===== config.mk =====
export PLATFORM = sky130hd
export DESIGN_NAME = dmem_responder_flat
export DESIGN_NICKNAME = d
export VERILOG_FILES = /design/src/rtl/dmem_responder_pkg.sv /design/src/rtl/dmem_responder_if.sv /design/src/rtl/dmem_responder_lane_mux.sv /design/src/rtl/dmem_responder.sv /design/src/flat_wrapper.sv
export SDC_FILE = /design/constraint.sdc
export NUM_CORES = 2
export LEC_CHECK = 0
export BUFFER_PORTS_ARGS = -buffer_cell sky130_fd_sc_hd__buf_4
export CAP_MARGIN = 40
export CORE_ASPECT_RATIO = 1.1
export CORE_MARGIN = 2
export CORE_UTILIZATION = 27
export DETAILED_ROUTE_END_ITERATION = 12
export GPL_TIMING_DRIVEN = 0
export HOLD_SLACK_MARGIN = 0.1
export PLACE_DENSITY = 0.44
export SYNTH_ARGS = -nofsm -noshare
export SYNTH_HDL_FRONTEND = slang
export SYNTH_HIERARCHICAL = 1
export SYNTH_SLANG_ARGS = --single-unit
export TNS_END_PERCENT = 10

===== constraint.sdc =====
create_clock -name clk -period 3.75 [get_ports clk]
set_input_delay 0.5625 -clock clk [delete_from_list [all_inputs] [get_ports clk]]
set_output_delay 0.5625 -clock clk [all_outputs]
set_load 0.01 [all_outputs]

===== src/rtl/dmem_responder_pkg.sv =====
// Shared types and constants for the data-memory responder and its lane mux.
package dmem_pkg;

   typedef enum logic [1:0] {
      IDLE = 2'd0,
      WAIT = 2'd1,
      RESP = 2'd2
   } dmem_state_t;

   localparam logic [3:0] BE_WORD    = 4'b1111;
   localparam logic [3:0] BE_HALF_LO = 4'b0011;
   localparam logic [3:0] BE_HALF_HI = 4'b1100;
   localparam logic [3:0] BE_NONE    = 4'b0000;

   localparam int DMEM_WAIT_W = 4;

   // One outstanding request: word index plus the store/load attributes.
   typedef struct packed {
      logic        write;
      logic [3:0]  be;
      logic [29:0] idx;
      logic [31:0] wdata;
   } dmem_req_t;

endpackage


===== src/rtl/dmem_responder_if.sv =====
// Request/response bundle between the processor datapath (master) and the data-memory responder (slave).
// Handshake: master raises req with fields stable and holds them until ready; ready is a one-cycle completion pulse, err coincides with it.
interface dmem_responder_if;
   logic        req;
   logic        MemWrite;
   logic [3:0]  be;
   logic [31:0] Addr;
   logic [31:0] WriteData;
   logic [31:0] ReadData;
   logic        ready;
   logic        err;

   modport master (
      output req, MemWrite, be, Addr, WriteData,
      input  ReadData, ready, err
   );

   modport slave (
      input  req, MemWrite, be, Addr, WriteData,
      output ReadData, ready, err
   );
endinterface


===== src/rtl/dmem_responder_lane_mux.sv =====
// Load-lane selection: masks unselected byte lanes and, with DMEM_LOAD_ALIGN_EN, right-justifies byte/half loads.
module dmem_lane_mux
   import dmem_pkg::*;
(
   input  logic [31:0] word,
   input  logic [3:0]  be,
   output logic [31:0] data
);

   logic [31:0] masked;

   always_comb begin
      masked = '0;
      if (be == BE_WORD) begin
         masked = word;
      end else if (be != BE_NONE) begin
         for (int i = 0; i < 4; i++) begin
            if (be[i]) masked[8*i +: 8] = word[8*i +: 8];
         end
      end
   end

`ifdef DMEM_LOAD_ALIGN_EN
   always_comb begin
      case (be)
         4'b0001:    data = {24'd0, masked[7:0]};
         4'b0010:    data = {24'd0, masked[15:8]};
         4'b0100:    data = {24'd0, masked[23:16]};
         4'b1000:    data = {24'd0, masked[31:24]};
         BE_HALF_LO: data = {16'd0, masked[15:0]};
         BE_HALF_HI: data = {16'd0, masked[31:16]};
         default:    data = masked;
      endcase
   end
`else
   assign data = masked;
`endif

endmodule


===== src/rtl/dmem_responder.sv =====
// Data-memory responder: one request at a time, WAIT_CYCLES wait states, byte-lane writes and masked loads.
// Optional DMEM_LOAD_ALIGN_EN right-justifies byte/half loads (see dmem_lane_mux).
module dmem_responder
   import dmem_pkg::*;
#(
   parameter int DEPTH_WORDS = 64,
   parameter int WAIT_CYCLES = 1
) (
   input  logic              clk,
   input  logic              reset,
   dmem_responder_if.slave   bus,
   output dmem_state_t       dbg_state
);

   localparam int IDX_W = (DEPTH_WORDS > 1) ? $clog2(DEPTH_WORDS) : 1;
   localparam logic [DMEM_WAIT_W-1:0] CNT_INIT =
      (WAIT_CYCLES == 0) ? '0 : DMEM_WAIT_W'(WAIT_CYCLES - 1);

   dmem_state_t            state, state_nxt;
   logic [DMEM_WAIT_W-1:0] cnt, cnt_nxt;
   dmem_req_t              lat, inp, src;
   logic                   accept, enter_resp;
   logic                   src_hit, lat_hit, we;
   logic [IDX_W-1:0]       mem_idx;
   logic [31:0]            rd_word, rd_lanes, rd_q;
   logic [31:0]            mem [DEPTH_WORDS];
   logic                   unused_addr_lsb;

   assign inp = '{write: bus.MemWrite, be: bus.be, idx: bus.Addr[31:2], wdata: bus.WriteData};
   assign unused_addr_lsb = ^bus.Addr[1:0];

   always_comb begin
      state_nxt  = state;
      cnt_nxt    = cnt;
      accept     = 1'b0;
      enter_resp = 1'b0;
      case (state)
         IDLE: begin
            if (bus.req) begin
               accept = 1'b1;
               if (WAIT_CYCLES == 0) begin
                  state_nxt  = RESP;
                  enter_resp = 1'b1;
               end else begin
                  state_nxt = WAIT;
                  cnt_nxt   = CNT_INIT;
               end
            end
         end
         WAIT: begin
            if (cnt == '0) begin
               state_nxt  = RESP;
               enter_resp = 1'b1;
            end else begin
               cnt_nxt = cnt - DMEM_WAIT_W'(1);
            end
         end
         RESP:    state_nxt = IDLE;
         default: state_nxt = IDLE;
      endcase
   end

   // The access happens on the edge entering RESP so ReadData is already valid while ready is high.
   // With no wait states that edge is also the acceptance edge, hence the live-input bypass.
   assign src     = (state == IDLE) ? inp : lat;
   assign src_hit = ({2'b00, src.idx} < 32'(DEPTH_WORDS));
   assign lat_hit = ({2'b00, lat.idx} < 32'(DEPTH_WORDS));
   assign mem_idx = src.idx[IDX_W-1:0];
   assign rd_word = mem[mem_idx];
   assign we      = enter_resp && src.write && src_hit && reset;

   dmem_lane_mux u_lane_mux (
      .word (rd_word),
      .be   (src.be),
      .data (rd_lanes)
   );

   always_ff @(posedge clk or negedge reset) begin
      if (!reset) begin
         state <= IDLE;
         cnt   <= '0;
         lat   <= '0;
         rd_q  <= '0;
      end else begin
         state <= state_nxt;
         cnt   <= cnt_nxt;
         if (accept) lat <= inp;
         if (enter_resp && !src.write) rd_q <= src_hit ? rd_lanes : '0;
      end
   end

   // Array contents survive reset; the write strobe is gated so an abandoned store never lands.
   always_ff @(posedge clk) begin
      if (we) begin
         for (int i = 0; i < 4; i++) begin
            if (src.be[i]) mem[mem_idx][8*i +: 8] <= src.wdata[8*i +: 8];
         end
      end
   end

   assign bus.ReadData = rd_q;
   assign bus.ready    = (state == RESP);
   assign bus.err      = (state == RESP) && !lat_hit;
   assign dbg_state    = state;

endmodule

===== src/flat_wrapper.sv =====
// flat-port wrapper written by rule: the top's interface ports become plain ports
module dmem_responder_flat import dmem_pkg::*;
#(
   parameter int DEPTH_WORDS = 64,
   parameter int WAIT_CYCLES = 1
)
  (clk, reset, dbg_state, bus_req, bus_MemWrite, bus_be, bus_Addr, bus_WriteData, bus_ReadData, bus_ready, bus_err);
  dmem_responder_if bus_i ();
  input  logic clk;
  input  logic reset;
  output dmem_state_t dbg_state;
  input wire logic [$bits(bus_i.req)-1:0] bus_req;
  input wire logic [$bits(bus_i.MemWrite)-1:0] bus_MemWrite;
  input wire logic [$bits(bus_i.be)-1:0] bus_be;
  input wire logic [$bits(bus_i.Addr)-1:0] bus_Addr;
  input wire logic [$bits(bus_i.WriteData)-1:0] bus_WriteData;
  output wire logic [$bits(bus_i.ReadData)-1:0] bus_ReadData;
  output wire logic [$bits(bus_i.ready)-1:0] bus_ready;
  output wire logic [$bits(bus_i.err)-1:0] bus_err;
  assign bus_i.req = bus_req;
  assign bus_i.MemWrite = bus_MemWrite;
  assign bus_i.be = bus_be;
  assign bus_i.Addr = bus_Addr;
  assign bus_i.WriteData = bus_WriteData;
  assign bus_ReadData = bus_i.ReadData;
  assign bus_ready = bus_i.ready;
  assign bus_err = bus_i.err;
  dmem_responder #(.DEPTH_WORDS(DEPTH_WORDS), .WAIT_CYCLES(WAIT_CYCLES)) u_core (.clk(clk), .reset(reset), .bus(bus_i), .dbg_state(dbg_state));
endmodule

==> results.sh <==
export IMPL_fin_crit_sh=1.05
export IMPL_crit_start="u_core/dbg_state[1]"
export IMPL_synth_edf_count=2048
export IMPL_synth_area_leaders="edfxtp_1 76%, a22oi_1 4.6%, dfrtp_1 3.2%"
export IMPL_grtUsageMet1=0.299
export IMPL_yosysTopAreaCellShare=0.760
export IMPL_crit_chain="buf_6 > buf_4 > or3_4 > buf_8 > buf_4 > nor2_2 > nor2_2 > clkbuf_1 > buf_8 > nor3_4 > buf_4"
export IMPL_synth_async_sr_flop_share=0.0488
export IMPL_drtAntennaViolNets=0
export IMPL_crit_buf_inv=7
export IMPL_synth_top_area_cell="edfxtp_1"
export IMPL_core_area_mm2=0.298
export IMPL_endpoint_kind="flop"
export IMPL_grt_setup_unrepaired="yes"
export IMPL_avgSynthCellArea_um2=17.3
export IMPL_cts_buffers_inserted=227
export IMPL_critPathSlowestCell="nor2_2"
export IMPL_routabilityCongestion=1.02
export IMPL_die_area_mm2=0.304
export IMPL_die_w_um=526
export IMPL_syn2layout_area_growth_pct=31.8
export IMPL_worstSetupEndpoint="u_core/mem[18][30]"
export IMPL_yosys_warnings=6
export IMPL_power_leakage_nw=34.4
export IMPL_fmax_mhz=254
export IMPL_dieHeight_um=578
export IMPL_antenna_found_initial=30
export IMPL_irDropWorstVdd_uv=530
export IMPL_wl_per_cell_um=38.5
export IMPL_drt_initial_drc_count=8806
export IMPL_grt_busiest_layer="met2"
export IMPL_post_route_worst_setup_slack_ps=-185
export IMPL_vias_per_cell=5.59
export IMPL_start_kind="flop"
export IMPL_violations="negative setup slack"
export IMPL_synth_ff_type="edfxtp_1"
export IMPL_ys_ff_latch=2153
export IMPL_syn_nets=4757
export IMPL_place_ws_ps=-3280
export IMPL_syn_area_mm2=0.0809
export IMPL_overflow=0
export IMPL_yosysMostFrequentCell="edfxtp_1"
export IMPL_synthTopCellsByCount="2048 x edfxtp_1, 493 x a22oi_1, 253 x nand2_1"
export IMPL_worstSetupPathType="flop to flop"
export IMPL_reg2reg_to="u_core/mem[18][30]"
export IMPL_grt_pass1_vias=51600
export IMPL_r2r_cells=11
export IMPL_cts_tree="done"
export IMPL_drive_gt1_frac=0.333
export IMPL_drc_errors=0
export IMPL_clkSlewWorstSetupHoldPaths_ps=70
export IMPL_grt_use_met3=0.0483
export IMPL_cts_sink_count=2153
export IMPL_slew_viol_final=0
export IMPL_initial_core_util=0.272
export IMPL_cp_top_family="simple AND/OR/NAND/NOR gates"
export IMPL_grt_max_degree=65
export IMPL_powerDensity_mw_per_mm2=908
export IMPL_nets=5676
export IMPL_grt_first_pass_wirelength_um=484000
export IMPL_grt_use_total=0.238
export IMPL_cp_arrival_ps=4540
export IMPL_num_vias=54300
export IMPL_maxCapViolations=0
export IMPL_synth_cells=4683
export IMPL_io_pins=108
export IMPL_synth_yosys_seq_area_share=0.793
export IMPL_clockBufferDepth=4
export IMPL_critPathMaxFanout=8
export IMPL_finClkSkew_ps=53.9
export IMPL_hold_viol=0
export IMPL_drt_total_wl_um=374000
export IMPL_rrSetupSlack_ps=-190
export IMPL_port_buffer_count=104
export IMPL_ctsHtreeMaxLevel=4
export IMPL_grt_use_met2=0.371
export IMPL_drt_first_pass_iters=8
export IMPL_synth_cell_type_count=59
export IMPL_rows=210
export IMPL_min_period_ps=3940
export IMPL_worst_path_most_repeated_cell="buf_4"
export IMPL_setup_violations=99
export IMPL_r2r_start="u_core/dbg_state[1]"
export IMPL_crit_path_max_incr_delay_ps=540
export IMPL_tightest_slew_ps=1040
export IMPL_required_ps=4350
export IMPL_maxSlewHeadroom=0.308
export IMPL_root_buffer="clkbuf_16"
export IMPL_outcome="complete, but fails checks"
export IMPL_clk_latency_ps=920
export IMPL_hold_path_class="input port to asynchronous set/reset pin"
export IMPL_dp_hpwl_um=272000
export IMPL_cp_depth=11
export IMPL_hold_slack_ps=238
-- metal layers --
metal  vias up  share of wire
li1      21300              -
met1     28400           0.37
met2      3665           0.45
met3       881           0.10
met4         4          0.083
met5         -        0.00038
-- placed cells by master (no fill, tap or decap), types with 40 or more instances in the layout --
master and count:
edfxtp_1 2048, a222oi_1 66, buf_2 43, buf_8 107
buf_6 135, mux2i_1 111, clkbuf_2 49, dfrtp_1 104
a221oi_1 84, buf_4 389, a22oi_1 480, clkinv_1 58
nor2_1 57, buf_16 42, a22o_1 136, mux2_2 125
a31oi_2 87, a31oi_1 94, nor3_2 136, nor3_4 53
dlygate4sd3_1 66, a221oi_2 40, buf_12 64, nand2_1 191
a31oi_4 43, clkbuf_1 121, clkbuf_16 235
-- cells by family (layout without fill, tap and decap cells) --
family | count (synthesis) | in the layout | share of synthesized area
other | 0 | 12 | 0
AOI/OAI and AO/OA | 1229 | 1229 | 0.116
DFF | 2153 | 2153 | 0.793
muxes | 247 | 247 | 0.0327
buffers and inverters | 345 | 1435 | 0.0180
xor gates and xnor gates | 2 | 2 | 0.000217
adders and majority gates | 2 | 2 | 0.000309
and+or+nand+nor | 705 | 705 | 0.0404
-- metrics by stage --
step	utilization	setup TNS, ps	std cells	instance area (µm²)	power, mW
2_1_floorplan	-	0	4683	80900	45.2
4_1_cts	0.354	-3170	9663	105000	94.4
5_1_grt	0.358	-4440	9697	107000	97.8
3_3_place_gp	0.291	-8604530	8709	86600	63.9
6_report	0.358	-4670	9707	107000	96.9
3_5_place_dp	0.310	-2038240	9130	92200	66.8
-- how the worst min path moves through the flow --
stage                                       start                      end  slack [ps]  cells after the start
after floorplan                             reset   u_core/bus.ReadData[0]         270                      0
after detailed placement  u_core/bus.ReadData[25]  u_core/bus.ReadData[25]         470                      2
after global placement     u_core/bus.ReadData[2]   u_core/bus.ReadData[2]         470                      2
after global routing                        reset  u_core/bus.ReadData[21]         300                      2
after CTS                                   reset  u_core/bus.ReadData[21]         230                      2
final                                       reset  u_core/bus.ReadData[13]         240                      2
-- registers in the layout (all words and copies together), names as in the netlist --
name and count:
u_core/bus.ReadData 32, u_core/dbg_state 2, u_core/mem 2048, u_core/lat 67, u_core/cnt 4
-- repair_timing --
| action | 4_1_cts | 5_1_grt |
|---|---|---|
| hold endpoints to repair | 140 | 0 |
| setup endpoints to repair | 2287 | 470 |
| hold buffers | 66 | 0 |
| cloned | 1 | 4 |
| pin swaps | 106 | 69 |
| gates resized for setup | 1059 | 206 |
| buffers inserted | 69 | 27 |
-- area by class of cell --
cell class              instances  area (µm²)
flip-flops and latches       2153       64100
plain buffers                 336        3370
multi-input cells            2185       19900
clock inverters               123        1170
well taps                    3922        4910
clock buffers                 277        5950
repair buffers                695        7160
diodes                         12        30.0
fillers                     28000      191000
inverters                       4        15.0
-- power by group --
group / internal, mW / total, mW / switching (mW)
Sequential: 31.6 / 32.0 / 0.338
Combinational: 12.6 / 42.6 / 30.1
Clock: 12.6 / 22.2 / 9.61
Total: 56.9 / 96.9 / 40.0
No activity file was read; power rests on OpenSTA's default activity.
